### src/rtl/bank_cmd_arbiter_pkg.sv
// ---------------------------------------------------------------------------
// bank_cmd_arbiter_pkg
// Shared definitions for the bank command arbiter:
//   - FSM state encoding (ARB / REF_WAIT / REF_ISSUE / REF_HOLD)
//   - command class codes (ACT, PRE, RD, WR, plus "none of the above")
//   - 8-bit timing configuration type
//   - per-request command class decode helper
// No ports (package).
// ---------------------------------------------------------------------------
package bank_cmd_arbiter_pkg;

    localparam int BANK_IDX_W = 2;
    localparam int ADDR_W     = 17;
    localparam int BA_W       = 3;

    typedef logic [7:0] timing_cfg_t;

    localparam logic [1:0] ST_ARB       = 2'd0;
    localparam logic [1:0] ST_REF_WAIT  = 2'd1;
    localparam logic [1:0] ST_REF_ISSUE = 2'd2;
    localparam logic [1:0] ST_REF_HOLD  = 2'd3;

    localparam logic [2:0] CLS_NONE = 3'd0;
    localparam logic [2:0] CLS_ACT  = 3'd1;
    localparam logic [2:0] CLS_PRE  = 3'd2;
    localparam logic [2:0] CLS_RD   = 3'd3;
    localparam logic [2:0] CLS_WR   = 3'd4;

    // Row commands need ~cas; column commands need cas. A request that is both
    // read and write is treated as a read.
    function automatic logic [2:0] decode_cmd_class(
        input logic is_cmd,
        input logic ras,
        input logic cas,
        input logic we,
        input logic is_read,
        input logic is_write
    );
        logic [2:0] cls;
        if (is_cmd && ras && !cas && !we) begin
            cls = CLS_ACT;
        end else if (is_cmd && ras && !cas && we) begin
            cls = CLS_PRE;
        end else if (cas && is_read) begin
            cls = CLS_RD;
        end else if (cas && is_write) begin
            cls = CLS_WR;
        end else begin
            cls = CLS_NONE;
        end
        return cls;
    endfunction

endpackage

### src/rtl/timing_down_counter.sv
// ---------------------------------------------------------------------------
// timing_down_counter
// Minimum-spacing timer. A load arms it with cfg-1 (0 when cfg is 0); it then
// counts down to 0 and stops. ok is high while the count is 0, so a command
// constrained by cfg=N may issue N cycles after the loading command.
// Ports:
//   sys_clk    in   clock
//   sys_rst_n  in   asynchronous active-low reset (count -> 0)
//   load       in   triggering command issued this cycle
//   cfg        in   8-bit spacing in cycles
//   ok         out  count == 0
// ---------------------------------------------------------------------------
module timing_down_counter
    import bank_cmd_arbiter_pkg::*;
(
    input  logic       sys_clk,
    input  logic       sys_rst_n,
    input  logic       load,
    input  logic [7:0] cfg,
    output logic       ok
);

    timing_cfg_t count_r;

    // Load on trigger, otherwise count down without wrapping below zero.
    always_ff @(posedge sys_clk or negedge sys_rst_n) begin
        if (!sys_rst_n) begin
            count_r <= 8'd0;
        end else if (load) begin
            count_r <= (cfg == 8'd0) ? 8'd0 : (cfg - 8'd1);
        end else if (count_r != 8'd0) begin
            count_r <= count_r - 8'd1;
        end else begin
            count_r <= count_r;
        end
    end

    assign ok = (count_r == 8'd0);

endmodule

### src/rtl/bank_cmd_arbiter.sv
// ---------------------------------------------------------------------------
// bank_cmd_arbiter
// Round-robin arbiter that picks one bank-machine command per cycle, subject
// to ACT->ACT, col->col, WR->RD and RD->WR spacing, and inserts a REF command
// once every bank has yielded to a refresh request.
// Ports:
//   sys_clk, sys_rst_n        clock, async active-low reset
//   bm_cmd_valid/ready        per-bank request / combinational one-hot grant
//   bm_cmd_a, bm_cmd_ba       per-bank packed address / bank address
//   bm_cmd_cas..is_write      per-bank command flags
//   bm_refresh_gnt            per-bank "row closed, ready for refresh"
//   refresh_req/refresh_done  refresh handshake (done pulses on REF issue)
//   cfg_tRRD/tCCD/tWTR/tRTW   8-bit spacing configuration
//   phy_cmd_*                 registered command to the PHY (latency 1)
// ---------------------------------------------------------------------------
module bank_cmd_arbiter
    import bank_cmd_arbiter_pkg::*;
#(
    parameter int NBANK = 4
) (
    input  logic                    sys_clk,
    input  logic                    sys_rst_n,
    input  logic [NBANK-1:0]        bm_cmd_valid,
    output logic [NBANK-1:0]        bm_cmd_ready,
    input  logic [ADDR_W*NBANK-1:0] bm_cmd_a,
    input  logic [BA_W*NBANK-1:0]   bm_cmd_ba,
    input  logic [NBANK-1:0]        bm_cmd_cas,
    input  logic [NBANK-1:0]        bm_cmd_ras,
    input  logic [NBANK-1:0]        bm_cmd_we,
    input  logic [NBANK-1:0]        bm_cmd_is_cmd,
    input  logic [NBANK-1:0]        bm_cmd_is_read,
    input  logic [NBANK-1:0]        bm_cmd_is_write,
    input  logic [NBANK-1:0]        bm_refresh_gnt,
    input  logic                    refresh_req,
    output logic                    refresh_done,
    input  logic [7:0]              cfg_tRRD,
    input  logic [7:0]              cfg_tCCD,
    input  logic [7:0]              cfg_tWTR,
    input  logic [7:0]              cfg_tRTW,
    output logic                    phy_cmd_valid,
    output logic [16:0]             phy_cmd_a,
    output logic [2:0]              phy_cmd_ba,
    output logic                    phy_cmd_cas,
    output logic                    phy_cmd_ras,
    output logic                    phy_cmd_we,
    output logic                    phy_cmd_is_read,
    output logic                    phy_cmd_is_write
);

    logic [1:0]                  state_r;
    logic [1:0]                  state_nxt_s;
    logic [BANK_IDX_W-1:0]       rr_ptr_r;
    logic [BANK_IDX_W-1:0]       grant_idx_s;
    logic [BANK_IDX_W-1:0]       cand_s;
    logic                        grant_s;
    logic                        init_done_r;
    logic                        arb_en_s;
    logic [NBANK-1:0][2:0]       cls_s;
    logic [NBANK-1:0]            elig_s;
    logic [2:0]                  grant_cls_s;
    logic                        trrd_ok_s;
    logic                        tccd_ok_s;
    logic                        twtr_ok_s;
    logic                        trtw_ok_s;
    logic                        load_trrd_s;
    logic                        load_tccd_s;
    logic                        load_twtr_s;
    logic                        load_trtw_s;

    // Grants are held off in the first cycle after reset release so nothing
    // is issued off a partially-released reset.
    always_ff @(posedge sys_clk or negedge sys_rst_n) begin
        if (!sys_rst_n) begin
            init_done_r <= 1'b0;
        end else begin
            init_done_r <= 1'b1;
        end
    end

    assign arb_en_s = (state_r == ST_ARB) && init_done_r;

    // Classify each request and check it against the spacing timers.
    always_comb begin
        cls_s  = {NBANK{3'd0}};
        elig_s = {NBANK{1'b0}};
        for (int i = 0; i < NBANK; i++) begin
            cls_s[i] = decode_cmd_class(bm_cmd_is_cmd[i], bm_cmd_ras[i], bm_cmd_cas[i],
                                        bm_cmd_we[i], bm_cmd_is_read[i], bm_cmd_is_write[i]);
            case (cls_s[i])
                CLS_ACT: elig_s[i] = trrd_ok_s;
                CLS_PRE: elig_s[i] = 1'b1;
                CLS_RD:  elig_s[i] = tccd_ok_s & twtr_ok_s;
                CLS_WR:  elig_s[i] = tccd_ok_s & trtw_ok_s;
                default: elig_s[i] = 1'b1;
            endcase
        end
    end

    // Round-robin search upward from rr_ptr; the 2-bit index wraps modulo 4.
    always_comb begin
        grant_s     = 1'b0;
        grant_idx_s = {BANK_IDX_W{1'b0}};
        cand_s      = {BANK_IDX_W{1'b0}};
        for (int off = 0; off < NBANK; off++) begin
            cand_s = rr_ptr_r + BANK_IDX_W'(off);
            if (arb_en_s && !grant_s && bm_cmd_valid[cand_s] && elig_s[cand_s]) begin
                grant_s     = 1'b1;
                grant_idx_s = cand_s;
            end else begin
                grant_s     = grant_s;
                grant_idx_s = grant_idx_s;
            end
        end
    end

    // One-hot grant back to the winning bank machine.
    always_comb begin
        bm_cmd_ready = {NBANK{1'b0}};
        for (int i = 0; i < NBANK; i++) begin
            bm_cmd_ready[i] = grant_s && (grant_idx_s == BANK_IDX_W'(i));
        end
    end

    assign grant_cls_s = cls_s[grant_idx_s];
    assign load_trrd_s = grant_s && (grant_cls_s == CLS_ACT);
    assign load_tccd_s = grant_s && ((grant_cls_s == CLS_RD) || (grant_cls_s == CLS_WR));
    assign load_twtr_s = grant_s && (grant_cls_s == CLS_WR);
    assign load_trtw_s = grant_s && (grant_cls_s == CLS_RD);

    timing_down_counter u_trrd (
        .sys_clk   (sys_clk),
        .sys_rst_n (sys_rst_n),
        .load      (load_trrd_s),
        .cfg       (cfg_tRRD),
        .ok        (trrd_ok_s)
    );

    timing_down_counter u_tccd (
        .sys_clk   (sys_clk),
        .sys_rst_n (sys_rst_n),
        .load      (load_tccd_s),
        .cfg       (cfg_tCCD),
        .ok        (tccd_ok_s)
    );

    timing_down_counter u_twtr (
        .sys_clk   (sys_clk),
        .sys_rst_n (sys_rst_n),
        .load      (load_twtr_s),
        .cfg       (cfg_tWTR),
        .ok        (twtr_ok_s)
    );

    timing_down_counter u_trtw (
        .sys_clk   (sys_clk),
        .sys_rst_n (sys_rst_n),
        .load      (load_trtw_s),
        .cfg       (cfg_tRTW),
        .ok        (trtw_ok_s)
    );

    // Refresh sequencing; a grant in the cycle refresh_req is seen still issues.
    always_comb begin
        state_nxt_s = state_r;
        case (state_r)
            ST_ARB: begin
                if (refresh_req) begin
                    state_nxt_s = ST_REF_WAIT;
                end else begin
                    state_nxt_s = ST_ARB;
                end
            end
            ST_REF_WAIT: begin
                if (bm_refresh_gnt == {NBANK{1'b1}}) begin
                    state_nxt_s = ST_REF_ISSUE;
                end else begin
                    state_nxt_s = ST_REF_WAIT;
                end
            end
            ST_REF_ISSUE: state_nxt_s = ST_REF_HOLD;
            ST_REF_HOLD: begin
                if (!refresh_req) begin
                    state_nxt_s = ST_ARB;
                end else begin
                    state_nxt_s = ST_REF_HOLD;
                end
            end
            default: state_nxt_s = ST_ARB;
        endcase
    end

    assign refresh_done = (state_r == ST_REF_ISSUE) && init_done_r;

    // FSM state and round-robin pointer (advances only past a granted bank).
    always_ff @(posedge sys_clk or negedge sys_rst_n) begin
        if (!sys_rst_n) begin
            state_r  <= ST_ARB;
            rr_ptr_r <= {BANK_IDX_W{1'b0}};
        end else begin
            state_r <= state_nxt_s;
            if (grant_s) begin
                rr_ptr_r <= grant_idx_s + BANK_IDX_W'(1);
            end else begin
                rr_ptr_r <= rr_ptr_r;
            end
        end
    end

    // PHY command register: granted command, REF, or an all-zero idle slot.
    always_ff @(posedge sys_clk or negedge sys_rst_n) begin
        if (!sys_rst_n) begin
            phy_cmd_valid    <= 1'b0;
            phy_cmd_a        <= 17'd0;
            phy_cmd_ba       <= 3'd0;
            phy_cmd_cas      <= 1'b0;
            phy_cmd_ras      <= 1'b0;
            phy_cmd_we       <= 1'b0;
            phy_cmd_is_read  <= 1'b0;
            phy_cmd_is_write <= 1'b0;
        end else if (grant_s) begin
            phy_cmd_valid    <= 1'b1;
            phy_cmd_a        <= bm_cmd_a[int'(grant_idx_s)*ADDR_W +: ADDR_W];
            phy_cmd_ba       <= bm_cmd_ba[int'(grant_idx_s)*BA_W +: BA_W];
            phy_cmd_cas      <= bm_cmd_cas[grant_idx_s];
            phy_cmd_ras      <= bm_cmd_ras[grant_idx_s];
            phy_cmd_we       <= bm_cmd_we[grant_idx_s];
            phy_cmd_is_read  <= bm_cmd_is_read[grant_idx_s];
            phy_cmd_is_write <= bm_cmd_is_write[grant_idx_s];
        end else if (refresh_done) begin
            phy_cmd_valid    <= 1'b1;
            phy_cmd_a        <= 17'd0;
            phy_cmd_ba       <= 3'd0;
            phy_cmd_cas      <= 1'b1;
            phy_cmd_ras      <= 1'b1;
            phy_cmd_we       <= 1'b0;
            phy_cmd_is_read  <= 1'b0;
            phy_cmd_is_write <= 1'b0;
        end else begin
            phy_cmd_valid    <= 1'b0;
            phy_cmd_a        <= 17'd0;
            phy_cmd_ba       <= 3'd0;
            phy_cmd_cas      <= 1'b0;
            phy_cmd_ras      <= 1'b0;
            phy_cmd_we       <= 1'b0;
            phy_cmd_is_read  <= 1'b0;
            phy_cmd_is_write <= 1'b0;
        end
    end

endmodule
### config.mk
export PLATFORM = sky130hd
export DESIGN_NAME = bank_cmd_arbiter
export DESIGN_NICKNAME = d
export VERILOG_FILES = /design/src/rtl/bank_cmd_arbiter_pkg.sv /design/src/rtl/timing_down_counter.sv /design/src/rtl/bank_cmd_arbiter.sv
export SDC_FILE = /design/constraint.sdc
export NUM_CORES = 1
export LEC_CHECK = 0
export ABC_AREA = 1
export CELL_PAD_IN_SITES_DETAIL_PLACEMENT = 1
export CELL_PAD_IN_SITES_GLOBAL_PLACEMENT = 2
export CORE_UTILIZATION = 28
export CTS_BUF_LIST = sky130_fd_sc_hd__clkbuf_8
export DETAILED_ROUTE_END_ITERATION = 16
export PLACE_DENSITY_LB_ADDON = 0.25
export SLEW_MARGIN = 20
export SYNTH_ARGS = -nofsm -noshare
export SYNTH_HDL_FRONTEND = slang
export SYNTH_HIERARCHICAL = 1
export SYNTH_SLANG_ARGS = --single-unit
### constraint.sdc
create_clock -name sys_clk -period 8.7 [get_ports sys_clk]
set_input_delay 2.61 -clock sys_clk [delete_from_list [all_inputs] [get_ports sys_clk]]
set_output_delay 2.61 -clock sys_clk [all_outputs]
set_load 0.1 [all_outputs]
==> out/metrics.csv, run 1 <==
metric,value,unit
Core Area,20490,sq um
cell taking the most area after synthesis,dfrtp_1,
WS Path Type,in2out,
clock buffer depth,2,
initial antenna violation count,0,
clk_lat worst skew,0.37,ns
fmax,124.6,MHz
post-CTS setup buffer count,0,
Crit path depth,19,
WP data required,6.09,ns
Tmin final,8.023,ns
Seq cells post-synth,63,
"CTS clk-pin slew, worst paths",0.07,ns
PortBufs,177,
most frequent cells in the layout,"nand2_1, clkdlybuf4s50_1, inv_1",
unrepaired setup endpoints after global routing,false,
FF-to-FF End,u_trrd/count_r[4],
Worst VDD drop,0.08962,mV
arrival time at the worst endpoint,5.41,ns
total CTS buffers,9,
Synth top area share,0.2652,
slew margin rel.,0.3119,
"EDFF count, synth",0,
Vias,6192,
status,"finished, final reports clean",
clock power share,0.131,
Worst path max stage delay,0.48,ns
DP Wirelength,16.07,mm
Detail Route Antenna Nets,0,
Synth async-reset ratio,1.000,
gr ovfl total,0,
worst path buffer plus inverter count,5,
number of fill cells,2644,
Area growth syn-to-layout,36.50,%
Mapped Area,5944,sq um
Final Hold Fails,0,
cell chain of the critical path,"clkdlybuf4s50_1, nand2_1, nor2_1, nand2_1, nand2_1, nand4_1, nand3_1, nand2_1, nand2_2, inv_2, nand2_2, nand2_2, nand3_4, nand2_4, inv_1, ha_1, inv_1, nor2_1, buf_12",
ratio of cells with drive above 1 in the final layout,0.1048,
Switching Power,872.9,uW
Setup crit start,bm_cmd_ras[3],
"most common cell after layout, fill and taps aside",nand2_1,
CP dominant cell by count,nand2_1,
HP Class,reg2reg,
first-pass GRT wire length,32.79,mm
DRC errors left,0,
fin crit share,0.9222,
Crit path max-delay family,simple AND/OR/NAND/NOR gates,
startpoint class of the critical path,primary input,
Leakage,0.003836,uW
fin cells,1348,
Post-Place Setup Slack,0.6883,ns
Die X-Extent,147.7,microns
CP Capture Type,output pin,
sequential share of power,0.290,
final setup violating endpoints,0,
TNS Setup,0,ns
Netlist cell types,37,
CTS tree,done,
vias per cell,4.593,
GP Congestion,0.7797,
cts hold-fix bufs,0,
io pins,178,
Layout Nets,1239,
Routed WL,19.98,mm
GRT Total Usage,0.1917,
antenna cells,0,
die footprint,21820,sq um
Clock Sinks,63,
H-Tree Depth,3,
"Slowest-stage cell, CP",clkdlybuf4s50_1,
setup ws final,0.6770,ns
number of gates resized after cts,0,
Max Cap Viol,0,
Root Buffer,clkbuf_8,
post-synth net total,1066,
Combinational Power Share,0.579,
WHS Path Cells,2,
syn avg cell area,6.583,sq um
reg2reg start,u_trtw/count_r[0],
max-slew violations,0,
"Max FO, Critical Path",10,
Tightest Pin Transition,1.029,ns
Synth warnings,6,
FP Rows,52,
Syn Inst Count,903,
Initial Util,0.2900,
Worst R2R Setup Slack,4.53,ns
Synth Flop Type,dfrtp_1,
Worst Setup EP,bm_cmd_ready[0],
DR WL/cell,14.82,microns
Die Y,147.7,microns
"Seq/Total Area, Yosys",0.2652,
R2R cell count,25,
Internal Power,842.7,uW
dpl cells,1335,
largest net degree at the start of global routing,74,
first drt pass iteration count,4,
switch share,0.5088,
clock skew,0.01517,ns
cells taking the most area after synthesis,"dfrtp_1, nand2_1, inv_1",
Cell Pwr Density,211.4,nW/um^2
initial detailed-routing violation count,193,
vias in the first global route,6370,
[worst reg2reg max path, cell delays in order, from the launching register on]
cell and delay, ns:
dfrtp_1 0.40, inv_1 0.11, ha_1 0.19, inv_2 0.05, nor2_4 0.15, nand4_4 0.12, nor2_4 0.15, nand2_1 0.15
nor2_1 0.13, nor2_1 0.07, nand4_1 0.13, nand3_1 0.10, nand2_1 0.08, nand2_2 0.09, inv_2 0.09, nand2_2 0.06
nand2_1 0.06, nand2_1 0.08, nand3_1 0.30, buf_4 0.41, nand3_1 0.18, a21oi_1 0.32, inv_2 0.19, nor2_4 0.24
nand3_1 0.11, a21oi_1 0.13
[stage by stage]
step | util | instance area [sq um] | hold slack (ns) | total power (uW)
finish | 0.3959 | 8114 | 0.5143 | 1716
floorplan | - | 5944 | 0.4698 | 1235
detailed placement | 0.3885 | 7963 | 0.5001 | 1508
global route | 0.3959 | 8114 | 0.5513 | 1873
CTS | 0.3959 | 8114 | 0.5213 | 1744
global placement | 0.3885 | 7963 | 0.4935 | 1493
[state kept, by name, indices dropped and copies added (netlist names)]
signal            cells
phy_cmd_valid         1
u_tccd/count_r        8
phy_cmd_cas           1
phy_cmd_is_write      1
phy_cmd_ras           1
init_done_r           1
phy_cmd_a            17
u_trrd/count_r        8
phy_cmd_is_read       1
phy_cmd_we            1
u_twtr/count_r        8
rr_ptr_r              2
u_trtw/count_r        8
state_r               2
phy_cmd_ba            3
[layer usage]
metal  vias up  share of wire  GRT usage
met5         -              0          0
met4         0          0.020    0.06237
met3        22          0.022    0.02685
met2        80           0.50     0.3370
met1      2884           0.46     0.2402
li1       3206              -          -
[cell usage after synthesis, types with 12 or more instances]
library cell,n
o211ai_1,24
ha_1,16
nand2_1,270
a21oi_1,51
nand3_1,102
nand4_1,12
dfrtp_1,63
o211ai_2,20
nor2_4,17
nor2_1,60
inv_1,155
o21ai_0,25
[worst min path at each step]
stage	from	end	slack, ns
floorplan	u_twtr/count_r[1]	u_twtr/count_r[1]	0.47
global placement	u_twtr/count_r[0]	u_twtr/count_r[0]	0.49
detailed placement	u_tccd/count_r[1]	u_tccd/count_r[1]	0.50
CTS	u_tccd/count_r[0]	u_tccd/count_r[0]	0.52
global route	u_trtw/count_r[0]	u_trtw/count_r[0]	0.55
finish	u_tccd/count_r[1]	u_tccd/count_r[1]	0.51
[power by group through the flow]
stage	Sequential (uW)	Clock [uW]	Combinational, uW
floorplan	651	0	583
global placement	500	0	992
detailed placement	503	0	1000
CTS	498	238	1010
global route	513	248	1110
finish	497	225	994
[final cells by class]
cell class	count	area [sq um]	share of cell area
well taps	270	337.8	0.04163
repair buffers	183	1852	0.2282
multi-input cells	649	3525	0.4344
clock buffers	10	137.6	0.01696
clock inverters	3	13.76	0.001696
flip-flops and latches	63	1577	0.1943
inverters	170	671.9	0.08281
[logic make-up (layout without fill, tap and decap cells)]
kind of cell    after synthesis  after routing  share of synthesized area
compound gates              127            127                     0.1446
xor+xnor                      6              6                    0.01010
flops                        63             63                     0.2652
fa+ha+maj                    16             16                    0.03368
buf+inv                     191            366                     0.1423
other cells                   1              1                  0.0006308
simple gates                499            499                     0.4035
Note: power is estimated with default switching activity, not from simulation.
==> run 2, diff against run 1 <==
--- a/config.mk
+++ b/config.mk
@@ -12,7 +12,7 @@
 export CTS_BUF_LIST = sky130_fd_sc_hd__clkbuf_8
 export DETAILED_ROUTE_END_ITERATION = 16
 export PLACE_DENSITY_LB_ADDON = 0.25
-export SLEW_MARGIN = 20
+export SLEW_MARGIN = 40
 export SYNTH_ARGS = -nofsm -noshare
 export SYNTH_HDL_FRONTEND = slang
 export SYNTH_HIERARCHICAL = 1
==> out/metrics.csv, run 2 (synthesis results as in run 1) <==
metric,value,unit,change
Tightest Pin Transition,0.8158,ns,was 1.029 ns
io pins,178,,unchanged
GRT Total Usage,0.1921,,was 0.1917
WP data required,6.09,ns,about the same
HP Class,reg2reg,,unchanged
post-CTS setup buffer count,0,,unchanged
Worst VDD drop,0.09985,mV,was 0.08962 mV
TNS Setup,0,ns,unchanged
Area growth syn-to-layout,34.22,%,was 36.50%
number of gates resized after cts,0,,unchanged
"most common cell after layout, fill and taps aside",nand2_1,,unchanged
Cell Pwr Density,210.5,nW/um^2,was 211.4 nW/um^2
first drt pass iteration count,4,,unchanged
DR WL/cell,14.66,microns,was 14.82 microns
Worst Setup EP,bm_cmd_ready[0],,unchanged
GP Congestion,0.7797,,unchanged
FF-to-FF End,u_trrd/count_r[6],,was u_trrd/count_r[4]
fmax,124.2,MHz,was 124.6 MHz
first-pass GRT wire length,33.01,mm,was 32.79 mm
Vias,6203,,"was 6,192"
vias in the first global route,6450,,"was 6,370"
cts hold-fix bufs,0,,unchanged
PortBufs,177,,unchanged
Setup crit start,bm_cmd_ras[3],,unchanged
gr ovfl total,0,,unchanged
dpl cells,1335,,unchanged
FP Rows,52,,unchanged
fin crit share,0.9257,,was 0.9222
arrival time at the worst endpoint,5.44,ns,was 5.41 ns
reg2reg start,u_trtw/count_r[0],,unchanged
WS Path Type,in2out,,unchanged
Leakage,0.003896,uW,was 0.003836 uW
vias per cell,4.595,,was 4.593
fin cells,1350,,"was 1,348"
Die X-Extent,147.7,microns,unchanged
status,"finished, final reports clean",,unchanged
Worst R2R Setup Slack,4.49,ns,was 4.53 ns
"CTS clk-pin slew, worst paths",0.07,ns,about the same
Final Hold Fails,0,,unchanged
Tmin final,8.054,ns,was 8.023 ns
Layout Nets,1239,,unchanged
startpoint class of the critical path,primary input,,unchanged
clock skew,0.009044,ns,was 0.01517 ns
initial detailed-routing violation count,203,,was 193
die footprint,21820,sq um,unchanged
Detail Route Antenna Nets,0,,unchanged
Clock Sinks,63,,unchanged
Initial Util,0.2900,,unchanged
Max Cap Viol,0,,unchanged
unrepaired setup endpoints after global routing,false,,unchanged
DRC errors left,0,,unchanged
most frequent cells in the layout,"nand2_1, inv_1, clkdlybuf4s50_1",,"was nand2_1, clkdlybuf4s50_1, inv_1"
largest net degree at the start of global routing,74,,unchanged
clock buffer depth,2,,unchanged
Routed WL,19.80,mm,was 19.98 mm
"Max FO, Critical Path",10,,unchanged
initial antenna violation count,1,,was 0
clk_lat worst skew,0.36,ns,was 0.37 ns
Largest register FFs,17,,unchanged
Top reg by flops,phy_cmd_a,,unchanged
slew margin rel.,0.4561,,was 0.3119
total CTS buffers,9,,unchanged
CP Capture Type,output pin,,unchanged
DP Wirelength,16.06,mm,was 16.07 mm
Core Area,20490,sq um,unchanged
CTS tree,done,,unchanged
ratio of cells with drive above 1 in the final layout,0.1288,,was 0.1048
max-slew violations,0,,unchanged
Root Buffer,clkbuf_8,,unchanged
R2R cell count,25,,unchanged
final setup violating endpoints,0,,unchanged
H-Tree Depth,3,,unchanged
Die Y,147.7,microns,unchanged
WHS Path Cells,2,,unchanged
[run 2: worst min path at each step]
stage                            startpoint                end  slack (ns)
after floorplan           u_twtr/count_r[1]  u_twtr/count_r[1]        0.47
after global placement    u_twtr/count_r[0]  u_twtr/count_r[0]        0.49
after detailed placement  u_tccd/count_r[1]  u_tccd/count_r[1]        0.49
after CTS                 u_tccd/count_r[1]  u_tccd/count_r[1]        0.51
after global routing      u_trtw/count_r[0]  u_trtw/count_r[0]        0.55
final                     u_tccd/count_r[1]  u_tccd/count_r[1]        0.51
[run 2: final cells by class]
type	instances	area (sq um)
clock inverter	5	21.27
antenna	1	2.502
inverter	170	671.9
multi-input combinational	649	3525
fill	2648	12520
clock buffer	9	123.9
tap	270	337.8
sequential	63	1577
timing repair buffer	183	1720
[run 2: per-layer routing]
| metal | track usage | vias to the layer above | routed length [microns] |
|---|---|---|---|
| li1 | - | 3216 | - |
| met1 | 0.2392 | 2880 | 8848 |
| met2 | 0.3375 | 84 | 10020 |
| met3 | 0.02747 | 23 | 477 |
| met4 | 0.06598 | 0 | 454 |
| met5 | 0 | - | 0 |
[run 2: stage by stage]
stage	hold WS (ns)	cell area, sq um	total power, uW	setup slack (ns)	utilization
final	0.5075	7979	1679	0.6462	0.3893
after global routing	0.5505	7979	1839	0.3684	0.3893
after CTS	0.5138	7976	1711	0.6591	0.3892
after detailed placement	0.4932	7831	1484	0.6723	0.3821
after global placement	0.4935	7963	1493	0.7562	0.3885
after floorplan	0.4698	5944	1235	0.7244	-
[run 2: critical path, stage by stage]
cell and delay (ns):
clkdlybuf4s50_1 0.47, nand2_1 0.08, nor2_1 0.27, nand2_1 0.09, nand2_1 0.09, nand4_1 0.16, nand3_1 0.13, nand2_1 0.06
nand2_2 0.11, nand3_2 0.15, nand3_4 0.17, nand2_4 0.11, inv_1 0.25, ha_1 0.22, inv_1 0.04, nor2_1 0.20
buf_12 0.21
[run 2: power by group]
part	internal [uW]	total (uW)	switching (uW)
sequential	397	496	98.3
clock	96.0	213	117
combinational	318	971	653
==> run 3, diff against run 2 <==
--- a/config.mk
+++ b/config.mk
@@ -8,7 +8,7 @@
 export ABC_AREA = 1
 export CELL_PAD_IN_SITES_DETAIL_PLACEMENT = 1
 export CELL_PAD_IN_SITES_GLOBAL_PLACEMENT = 2
-export CORE_UTILIZATION = 28
+export CORE_UTILIZATION = 26
 export CTS_BUF_LIST = sky130_fd_sc_hd__clkbuf_8
 export DETAILED_ROUTE_END_ITERATION = 16
 export PLACE_DENSITY_LB_ADDON = 0.25
==> constraint.sdc (replaced) <==
create_clock -name sys_clk -period 7.6 [get_ports sys_clk]
set_input_delay 2.28 -clock sys_clk [delete_from_list [all_inputs] [get_ports sys_clk]]
set_output_delay 2.28 -clock sys_clk [all_outputs]
set_load 0.1 [all_outputs]
==> out/metrics.csv, run 3 (synthesis results as in run 1) <==
metric,value,unit,change
vias in the first global route,6547,,"was 6,450"
post-CTS setup buffer count,0,,unchanged
GP Congestion,0.8144,,was 0.7797
largest net degree at the start of global routing,92,,was 74
vias per cell,4.576,,was 4.595
gr ovfl total,0,,unchanged
"most common cell after layout, fill and taps aside",nand2_1,,unchanged
PortBufs,177,,unchanged
Post-Place Setup Slack,0.4169,ns,was 0.6723 ns
H-Tree Depth,3,,unchanged
Die X-Extent,153.2,microns,was 147.7 microns
Vias,6241,,"was 6,203"
clk_lat worst skew,0.37,ns,was 0.36 ns
wire length on met1,9.780,mm,was 8.848 mm
first-pass GRT wire length,34.20,mm,was 33.01 mm
Die Y,153.2,microns,was 147.7 microns
Top reg by flops,phy_cmd_a,,unchanged
fin crit share,0.9429,,
Cell Pwr Density,246.6,nW/um^2,was 210.5 nW/um^2
final setup violating endpoints,0,,unchanged
Leakage,0.003909,uW,was 0.003896 uW
"Max FO, Critical Path",16,,was 10
Final Power,1987,uW,was 1679 uW
WS Path Type,in2out,,unchanged
Initial Util,0.2691,,was 0.2900
clock skew,0.01959,ns,was 0.009044 ns
placed cell areas,7873,sq um,was 7831 sq um
cts hold-fix bufs,0,,unchanged
Tightest Pin Transition,0.7375,ns,was 0.8158 ns
switch share,0.5160,,was 0.5167
Root Buffer,clkbuf_8,,unchanged
unrepaired setup endpoints after global routing,false,,unchanged
initial detailed-routing violation count,193,,was 203
fin area,8056,sq um,was 7979 sq um
Worst VDD drop,0.07709,mV,was 0.09985 mV
routed wl met3,449,microns,was 477 microns
Switching Power,1025,uW,was 867.7 uW
Area growth syn-to-layout,35.53,%,was 34.22%
clock power share,0.146,,was 0.127
GRT Total Usage,0.1860,,was 0.1921
most frequent cells in the layout,"nand2_1, inv_1, clkdlybuf4s50_1",,unchanged
ratio of cells with drive above 1 in the final layout,0.1356,,was 0.1288
fmax,139.6,MHz,
DP Wirelength,16.71,mm,was 16.06 mm
sequential share of power,0.285,,was 0.295
CTS tree,done,,unchanged
Final Hold Fails,0,,unchanged
Combinational Power Share,0.569,,was 0.578
total CTS buffers,9,,unchanged
Routed WL,20.62,mm,was 19.80 mm
DRC errors left,0,,unchanged
Tmin final,7.166,ns,
slew margin rel.,0.5083,,was 0.4561
startpoint class of the critical path,primary input,,unchanged
first drt pass iteration count,4,,unchanged
FP Rows,54,,was 52
"CTS clk-pin slew, worst paths",0.08,ns,was 0.07 ns
Core Area,22090,sq um,"was 20,490 sq um"
max-slew violations,0,,unchanged
die footprint,23470,sq um,"was 21,820 sq um"
Largest register FFs,17,,unchanged
met2 wire length,9.988,mm,was 10.02 mm
WP data required,5.32,ns,was 6.09 ns
clock buffer depth,2,,unchanged
number of gates resized after cts,0,,unchanged
Internal Power,961.5,uW,was 811.7 uW
setup ws final,0.4343,ns,was 0.6462 ns
CP Capture Type,output pin,,unchanged
Max Cap Viol,0,,unchanged
initial antenna violation count,0,,was 1
HP Class,reg2reg,,unchanged
status,"finished, final reports clean",,unchanged
arrival time at the worst endpoint,4.89,ns,was 5.44 ns
DR WL/cell,15.12,microns,was 14.66 microns
Layout Nets,1242,,"was 1,239"
Detail Route Antenna Nets,0,,unchanged
Clock Sinks,63,,unchanged
highest metal used,met4,,unchanged
antenna cells,0,,was 1
io pins,178,,unchanged
TNS Setup,0,ns,unchanged
==> run 3: worst paths after layout <==
kind	startpoint	to	slack, ns	cells past startpoint
max	bm_cmd_ras[2]	bm_cmd_ready[0]	0.43	17
min	u_tccd/count_r[0]	u_tccd/count_r[0]	0.51	2
max reg2reg	u_tccd/count_r[0]	u_trrd/count_r[7]	3.16	27
min reg2reg	u_tccd/count_r[0]	u_tccd/count_r[0]	0.51	2
max in group asynchronous	sys_rst_n	u_trrd/count_r[2]	5.20	1
min in group asynchronous	sys_rst_n	phy_cmd_a[0]	1.91	1
==> run 3: layer usage <==
| layer | track usage | vias to the layer above |
|---|---|---|
| met3 | 0.02155 | 20 |
| met4 | 0.06253 | 0 |
| met2 | 0.3209 | 77 |
| li1 | - | 3213 |
| met1 | 0.2395 | 2931 |
| met5 | 0 | - |
==> run 3: cell type report <==
class / count / area (sq um)
Tap cell: 280 / 350.3
Inverter: 170 / 671.9
Multi-Input combinational cell: 649 / 3525
Timing Repair Buffer: 186 / 1749
Fill cell: 2854 / 14040
Clock buffer: 11 / 151.4
Sequential cell: 63 / 1577
Clock inverter: 5 / 32.53
==> run 3: stage by stage <==
step	utilization	std cells	hold slack [ns]
floorplan	-	903	0.4698
global placement	0.3621	1348	0.4876
detailed placement	0.3563	1348	0.4957
CTS	0.3647	1364	0.5179
global route	0.3647	1364	0.5362
finish	0.3647	1364	0.5144
==> run 3: critical path: stages <==
cell,delay (ns)
clkdlybuf4s50_1,0.47
nand2_1,0.11
nor2_1,0.21
nand2_1,0.11
nand2_1,0.09
nand4_1,0.12
nand2_1,0.10
nand2_1,0.10
nand2_4,0.14
nand3_2,0.14
nand3_4,0.15
nand2_4,0.13
inv_1,0.13
ha_1,0.16
inv_1,0.04
nor2_1,0.17
buf_12,0.20
==> run 3: power groups by stage <==
stage	Sequential [uW]	Clock [uW]	Combinational [uW]
finish	566	290	1130
global route	585	318	1270
CTS	568	306	1150
detailed placement	573	0	1140
global placement	573	0	1150
floorplan	746	0	668
